$ cat src/rtl/pio_pkg.sv
// pio_pkg: register addresses and register-index enum shared by the PIO responder.
package pio_pkg;
  typedef enum logic [2:0] {
    REG_SW_DATA  = 3'd0,
    REG_LED_DATA = 3'd1,
    REG_IRQ_MASK = 3'd2,
    REG_EDGE_CAP = 3'd3,
    REG_LED_SET  = 3'd4,
    REG_LED_CLR  = 3'd5
  } reg_idx_e;
  localparam logic [2:0] ADDR_SW_DATA  = 3'd0;
  localparam logic [2:0] ADDR_LED_DATA = 3'd1;
  localparam logic [2:0] ADDR_IRQ_MASK = 3'd2;
  localparam logic [2:0] ADDR_EDGE_CAP = 3'd3;
  localparam logic [2:0] ADDR_LED_SET  = 3'd4;
  localparam logic [2:0] ADDR_LED_CLR  = 3'd5;
endpackage

$ cat src/rtl/pio_responder_if.sv
// pio_responder_if: never-stalling Avalon-MM slave bus with fixed read latency of one cycle.
interface pio_responder_if;
  logic [2:0]  avs_address;
  logic        avs_read;
  logic        avs_write;
  logic [31:0] avs_writedata;
  logic [31:0] avs_readdata;
  logic        avs_readdatavalid;
  modport master(output avs_address, avs_read, avs_write, avs_writedata,
                 input avs_readdata, avs_readdatavalid);
  modport slave(input avs_address, avs_read, avs_write, avs_writedata,
                output avs_readdata, avs_readdatavalid);
endinterface

$ cat src/rtl/pio_debounce.sv
// pio_debounce: 2-flop synchroniser plus tick-sampled stable-compare debouncer.
module pio_debounce #(
  parameter int WIDTH = 8,
  parameter int DEBOUNCE_CYCLES = 50000
) (
  input  logic             clk_clk,
  input  logic             reset_reset_n,
  input  logic [WIDTH-1:0] switch_in,
  output logic [WIDTH-1:0] debounced
);
  localparam int CW = $clog2(DEBOUNCE_CYCLES);
  logic [WIDTH-1:0] sync1, sync2, prev, same;
  logic [CW-1:0]    cnt;
  logic             tick;
  assign tick = cnt == CW'(DEBOUNCE_CYCLES - 1);
  assign same = ~(sync2 ^ prev);
  always_ff @(posedge clk_clk or negedge reset_reset_n) begin
    if (!reset_reset_n) begin
      sync1     <= '0;
      sync2     <= '0;
      prev      <= '0;
      cnt       <= '0;
      debounced <= '0;
    end else begin
      sync1 <= switch_in;
      sync2 <= sync1;
      cnt   <= tick ? '0 : cnt + 1'b1;
      if (tick) begin
        prev      <= sync2;
        debounced <= (debounced & ~same) | (sync2 & same);
      end
    end
  end
endmodule

$ cat src/rtl/pio_responder.sv
// pio_responder: switch/LED PIO with debounced inputs, rising-edge capture and level irq.
module pio_responder
  import pio_pkg::*;
#(
  parameter int WIDTH = 8,
  parameter int DEBOUNCE_CYCLES = 50000
) (
  input  logic             clk_clk,
  input  logic             reset_reset_n,
  pio_responder_if.slave   avs,
  output logic             irq,
  input  logic [WIDTH-1:0] switch_in,
  output logic [WIDTH-1:0] led_out
);
  logic [WIDTH-1:0] sw_data, sw_q, led_data, led_next, irq_mask, edge_cap, wd, rise, rdata, w1c;
  logic             wr_led, wr_mask, wr_ecap, wr_set, wr_clr;
  pio_debounce #(.WIDTH(WIDTH), .DEBOUNCE_CYCLES(DEBOUNCE_CYCLES)) u_debounce (
    .clk_clk      (clk_clk),
    .reset_reset_n(reset_reset_n),
    .switch_in    (switch_in),
    .debounced    (sw_data)
  );
  assign wd      = avs.avs_writedata[WIDTH-1:0];
  assign wr_led  = avs.avs_write && avs.avs_address == ADDR_LED_DATA;
  assign wr_mask = avs.avs_write && avs.avs_address == ADDR_IRQ_MASK;
  assign wr_ecap = avs.avs_write && avs.avs_address == ADDR_EDGE_CAP;
  assign wr_set  = avs.avs_write && avs.avs_address == ADDR_LED_SET;
  assign wr_clr  = avs.avs_write && avs.avs_address == ADDR_LED_CLR;
  assign rise    = sw_data & ~sw_q;
  assign w1c     = wr_ecap ? wd : '0;
  assign led_out = led_data;
  always_comb begin
    rdata = avs.avs_address == ADDR_SW_DATA  ? sw_data  :
            avs.avs_address == ADDR_LED_DATA ? led_data :
            avs.avs_address == ADDR_IRQ_MASK ? irq_mask :
            avs.avs_address == ADDR_EDGE_CAP ? edge_cap : '0;
    led_next = wr_led ? wd : wr_set ? led_data | wd : wr_clr ? led_data & ~wd : led_data;
  end
  // A fresh rising edge wins over a simultaneous write-1-clear of the same bit.
  always_ff @(posedge clk_clk or negedge reset_reset_n) begin
    if (!reset_reset_n) begin
      sw_q                  <= '0;
      led_data              <= '0;
      irq_mask              <= '0;
      edge_cap              <= '0;
      irq                   <= 1'b0;
      avs.avs_readdata      <= '0;
      avs.avs_readdatavalid <= 1'b0;
    end else begin
      sw_q                  <= sw_data;
      led_data              <= led_next;
      irq_mask              <= wr_mask ? wd : irq_mask;
      edge_cap              <= (edge_cap & ~w1c) | rise;
      irq                   <= |(edge_cap & irq_mask);
      avs.avs_readdata      <= avs.avs_read ? 32'(rdata) : '0;
      avs.avs_readdatavalid <= avs.avs_read;
    end
  end
endmodule

$ cat src/flat_wrapper.sv
// flat-port wrapper written by rule: the top's interface ports become plain ports
module pio_responder_flat import pio_pkg::*;
#(
  parameter int WIDTH = 8,
  parameter int DEBOUNCE_CYCLES = 50000
)
  (clk_clk, reset_reset_n, irq, switch_in, led_out, avs_avs_address, avs_avs_read, avs_avs_write, avs_avs_writedata, avs_avs_readdata, avs_avs_readdatavalid);
  pio_responder_if avs_i ();
  input  logic clk_clk;
  input  logic reset_reset_n;
  output logic irq;
  input  logic [WIDTH-1:0] switch_in;
  output logic [WIDTH-1:0] led_out;
  input wire logic [$bits(avs_i.avs_address)-1:0] avs_avs_address;
  input wire logic [$bits(avs_i.avs_read)-1:0] avs_avs_read;
  input wire logic [$bits(avs_i.avs_write)-1:0] avs_avs_write;
  input wire logic [$bits(avs_i.avs_writedata)-1:0] avs_avs_writedata;
  output wire logic [$bits(avs_i.avs_readdata)-1:0] avs_avs_readdata;
  output wire logic [$bits(avs_i.avs_readdatavalid)-1:0] avs_avs_readdatavalid;
  assign avs_i.avs_address = avs_avs_address;
  assign avs_i.avs_read = avs_avs_read;
  assign avs_i.avs_write = avs_avs_write;
  assign avs_i.avs_writedata = avs_avs_writedata;
  assign avs_avs_readdata = avs_i.avs_readdata;
  assign avs_avs_readdatavalid = avs_i.avs_readdatavalid;
  pio_responder #(.WIDTH(WIDTH), .DEBOUNCE_CYCLES(DEBOUNCE_CYCLES)) u_core (.clk_clk(clk_clk), .reset_reset_n(reset_reset_n), .avs(avs_i), .irq(irq), .switch_in(switch_in), .led_out(led_out));
endmodule
$ cat config.mk
export PLATFORM = sky130hd
export DESIGN_NAME = pio_responder_flat
export DESIGN_NICKNAME = d
export VERILOG_FILES = /design/src/rtl/pio_pkg.sv /design/src/rtl/pio_responder_if.sv /design/src/rtl/pio_debounce.sv /design/src/rtl/pio_responder.sv /design/src/flat_wrapper.sv
export SDC_FILE = /design/constraint.sdc
export NUM_CORES = 1
export LEC_CHECK = 0
export BUFFER_PORTS_ARGS = -buffer_cell sky130_fd_sc_hd__buf_4
export CORE_UTILIZATION = 45
export CTS_CLUSTER_DIAMETER = 100
export DETAILED_ROUTE_END_ITERATION = 8
export GPL_TIMING_DRIVEN = 1
export PLACE_DENSITY = 0.69
export SLEW_MARGIN = 20
export SYNTH_ARGS = -nofsm -noshare
export SYNTH_HDL_FRONTEND = slang
export SYNTH_HIERARCHICAL = 1
export SYNTH_SLANG_ARGS = --single-unit
$ cat constraint.sdc
create_clock -name clk_clk -period 1.9 [get_ports clk_clk]
set_clock_uncertainty 0.05 [all_clocks]
set_input_delay 0.095 -clock clk_clk [delete_from_list [all_inputs] [get_ports clk_clk]]
set_output_delay 0.095 -clock clk_clk [all_outputs]
set_load 0.02 [all_outputs]
==> impl_metrics.json <==
{
  "layout_worst_path_cycle_share_pct": 92.7,
  "clock_path_buffers": 2,
  "synthFlopType": "dfrtp_1",
  "power.ir.vdd_worst_mv": 0.556,
  "floorplan.initialDensity_pct": 46.5,
  "grt_start_max_net_pins": 45,
  "insertedDiodeCount": 0,
  "critical_path.slowest_cell": "or3_1",
  "timing_worst_setup_path_type": "register to register",
  "layout-drive-gt1-share_pct": 20.6,
  "static-leakage-power_uw": 0.00213,
  "globalRouteTotalUtil_pct": 17.2,
  "cp.arrival_ns": 1.93,
  "grt_first_pass_wirelength_um": 11600,
  "internal_power_uw": 2920,
  "status": "finished, final reports clean",
  "synth.cells.most_frequent": "dfrtp_1 (90), inv_1 (26), a21oi_1 (24), buf_4 (24), nand2_1 (22)",
  "post-route-drc-count": 0,
  "synth_cells": 310,
  "post-synth-top-area-cell": "dfrtp_1",
  "r2r_end": "u_core/u_debounce/cnt[14]$_DFF_PN0_",
  "timing.final.max_slew_violations": 0,
  "cts.sinks": 90,
  "routed_wire_length_per_instance_um": 14.3,
  "port_buffers": 40,
  "fin_worst_hold_slack_ns": 0.150,
  "core_region_area_um2": 8220,
  "maxClockFrequency_mhz": 568,
  "antenna_found_initial": 0,
  "grt_pass1_vias": 2431,
  "final_antenna_net_count": 0,
  "synth.area.top_cells": "dfrtp_1 (59%), buf_4 (4.7%), mux4_1 (4.1%)",
  "period_minus_slack_ns": 1.76,
  "cts-htree-levels": 3,
  "worstSkewPairLatency_ns": 0.34,
  "drt-initial-drc-count": 107,
  "clock_tree.root_cell": "clkbuf_8",
  "synthesis.area_um2": 3820,
  "syn-mean-instance-area_um2": 12.3,
  "timing.final.setup_violations": 0,
  "totalWireLength_um": 6920,
  "share_clk_of_total_power_pct": 36.2,
  "critPathBufInv": 0,
  "critical_path_peak_fanout": 5,
  "synthDistinctLibCells": 40,
  "cells_along_the_critical_path": "ha_1 -> nand2_1 -> or3_1 -> o311ai_4 -> o41ai_2",
  "synth_seq_area_share_pct": 58.9,
  "power_after_layout_uw": 3830,
  "nets": 422,
  "design.die.area_um2": 8870,
  "clk_pin_slew_ns": 0.09,
  "placementRows": 33,
  "synthArstFlopShare_pct": 100,
  "crit_path_start_kind": "register",
  "post-synth-top-count-cell": "dfrtp_1",
  "cts_made_buffers": 9,
  "cts.repair_timing.setup_buffer_count": 0,
  "critical-path-max-stage-delay_ns": 0.48,
  "io-pin-count": 89,
  "routabilityCongestion": 0.784,
  "seq_power_share_pct": 53.7,
  "worst_path_dominant_cell_family": "simple AND/OR/NAND/NOR gates",
  "worst_r2r_path_depth": 5,
  "setup-tns-final_ns": 0,
  "timing.critical_path.required_ns": 2.07,
  "r2r_start": "u_core/u_debounce/cnt[0]$_DFF_PN0_",
  "die_h_um": 94.2,
  "final-hold-violation-count": 0,
  "endpoint_kind": "register",
  "power.density_nw_per_um2": 840,
  "worst_hold_path.endpoint": "u_core/irq_mask[0]$_DFFE_PN0P_",
  "post_drt_via_cell_ratio": 5.06,
  "rrSetupSlack_ns": 0.14,
  "worst_hold_path.num_cells": 3,
  "overflow": 0,
  "die_x_um": 94.2,
  "drt_pass1_iterations": 5,
  "hold_path_startpoint": "avs_avs_address[2]",
  "edff_count_synth": 0,
  "place_hpwl_um": 4600,
  "cap_viol_max_count": 0,
  "switchingPower_uw": 902,
  "power.switching_fraction_pct": 23.6,
  "postSynthRegisterBits": 90,
  "p_r_area_growth_vs_syn_pct": 19.1,
  "synth.top_cell.area_share_pct": 58.9,
  "routed-via-count": 2449,
  "ys_warn_count": 6,
  "unrepaired_setup_endpoints_after_global_routing": "false",
  "power_frac_comb_pct": 10.1,
  "clock_tree_from_tritoncts": "yes",
  "hold_path_class": "input pin to register",
  "layout.filler_cells": 694
}
[power by group through the flow]
stage	registers (uW)	clock network [uW]	logic [uW]
2_1_floorplan	2110	0	209
3_3_place_gp	2090	0	349
3_5_place_dp	2090	0	359
4_1_cts	2050	1420	389
5_1_grt	2070	1490	424
6_report	2060	1380	386
[routing by layer]
layer	share of wire [%]	up-vias	track usage [%]	routed length, um
met4	0.95	0	5.77	66
met3	4.3	9	4.21	295
met2	48	67	27.8	3310
met1	47	1215	22.5	3250
met5	0	-	0	0
li1	-	1158	-	-
[placed cells by master, fill, tap and decap left out, types with 3 or more instances in the layout]
cell type / n
nand3_1: 4
nor2_1: 10
a22oi_1: 4
dlygate4sd3_1: 18
clkbuf_1: 3
mux2_2: 8
inv_1: 26
mux4_1: 6
nand4_1: 5
a22o_1: 8
conb_1: 24
dfrtp_1: 90
a21oi_1: 24
clkbuf_8: 9
xnor2_1: 7
nand2_1: 22
a221oi_1: 8
xor2_1: 5
buf_4: 44
nor2b_1: 9
o21ai_0: 16
[kinds of logic after synthesis]
logic type,after synthesis,synth area share (%)
DFF,90,58.9
and+or+nand+nor,66,9.98
AOI/OAI and AO/OA,63,10.9
buffers and inverters,60,9.07
muxes,17,7.92
xor gates and xnor gates,12,2.75
adders and majority gates,1,0.327
other,1,0.0981
[worst max path at each step]
stage	from	end	slack (ns)	cells after the start
2_1_floorplan	u_core/u_debounce/cnt[0]$_DFF_PN0_	u_core/u_debounce/cnt[14]$_DFF_PN0_	0.26	6
3_3_place_gp	u_core/u_debounce/cnt[0]$_DFF_PN0_	u_core/u_debounce/cnt[14]$_DFF_PN0_	0.18	5
3_5_place_dp	u_core/u_debounce/cnt[0]$_DFF_PN0_	register	0.14	6
4_1_cts	u_core/u_debounce/cnt[0]$_DFF_PN0_	register	0.11	6
5_1_grt	u_core/u_debounce/cnt[10]$_DFF_PN0_	register	0.02	5
6_report	u_core/u_debounce/cnt[0]$_DFF_PN0_	u_core/u_debounce/cnt[14]$_DFF_PN0_	0.14	5
[final cells by class]
class	count	area, um^2	area share (%)
timing repair buffer	64	551	12.1
multi-input combinational	183	1310	28.8
inverter	26	97.6	2.14
clock buffer	12	135	2.97
sequential	90	2250	49.5
tap	105	131	2.88
clock inverter	4	76.3	1.68
[worst register-to-register path: stages, from the launching register on]
cell,delay [ns]
dfrtp_1,0.39
ha_1,0.21
nand2_1,0.06
or3_1,0.48
o311ai_4,0.33
o41ai_2,0.11
[stage by stage]
step	util, %	std cells	setup WS (ns)	cell area [um^2]
after floorplan	-	333	0.265	3910
after global placement	50.6	450	0.184	4160
after detailed placement	50.6	450	0.143	4160
after CTS	55.4	484	0.108	4550
after global routing	55.4	484	0.0223	4550
final	55.4	484	0.139	4550
[what timing repair did]
item | in CTS | in global routing
hold buffers | 18 | 0
gates resized for setup | 0 | 1
endpoints found under the setup margin | 0 | 8
hold endpoints to repair | 60 | 0
No activity file was read; power rests on OpenSTA's default activity.
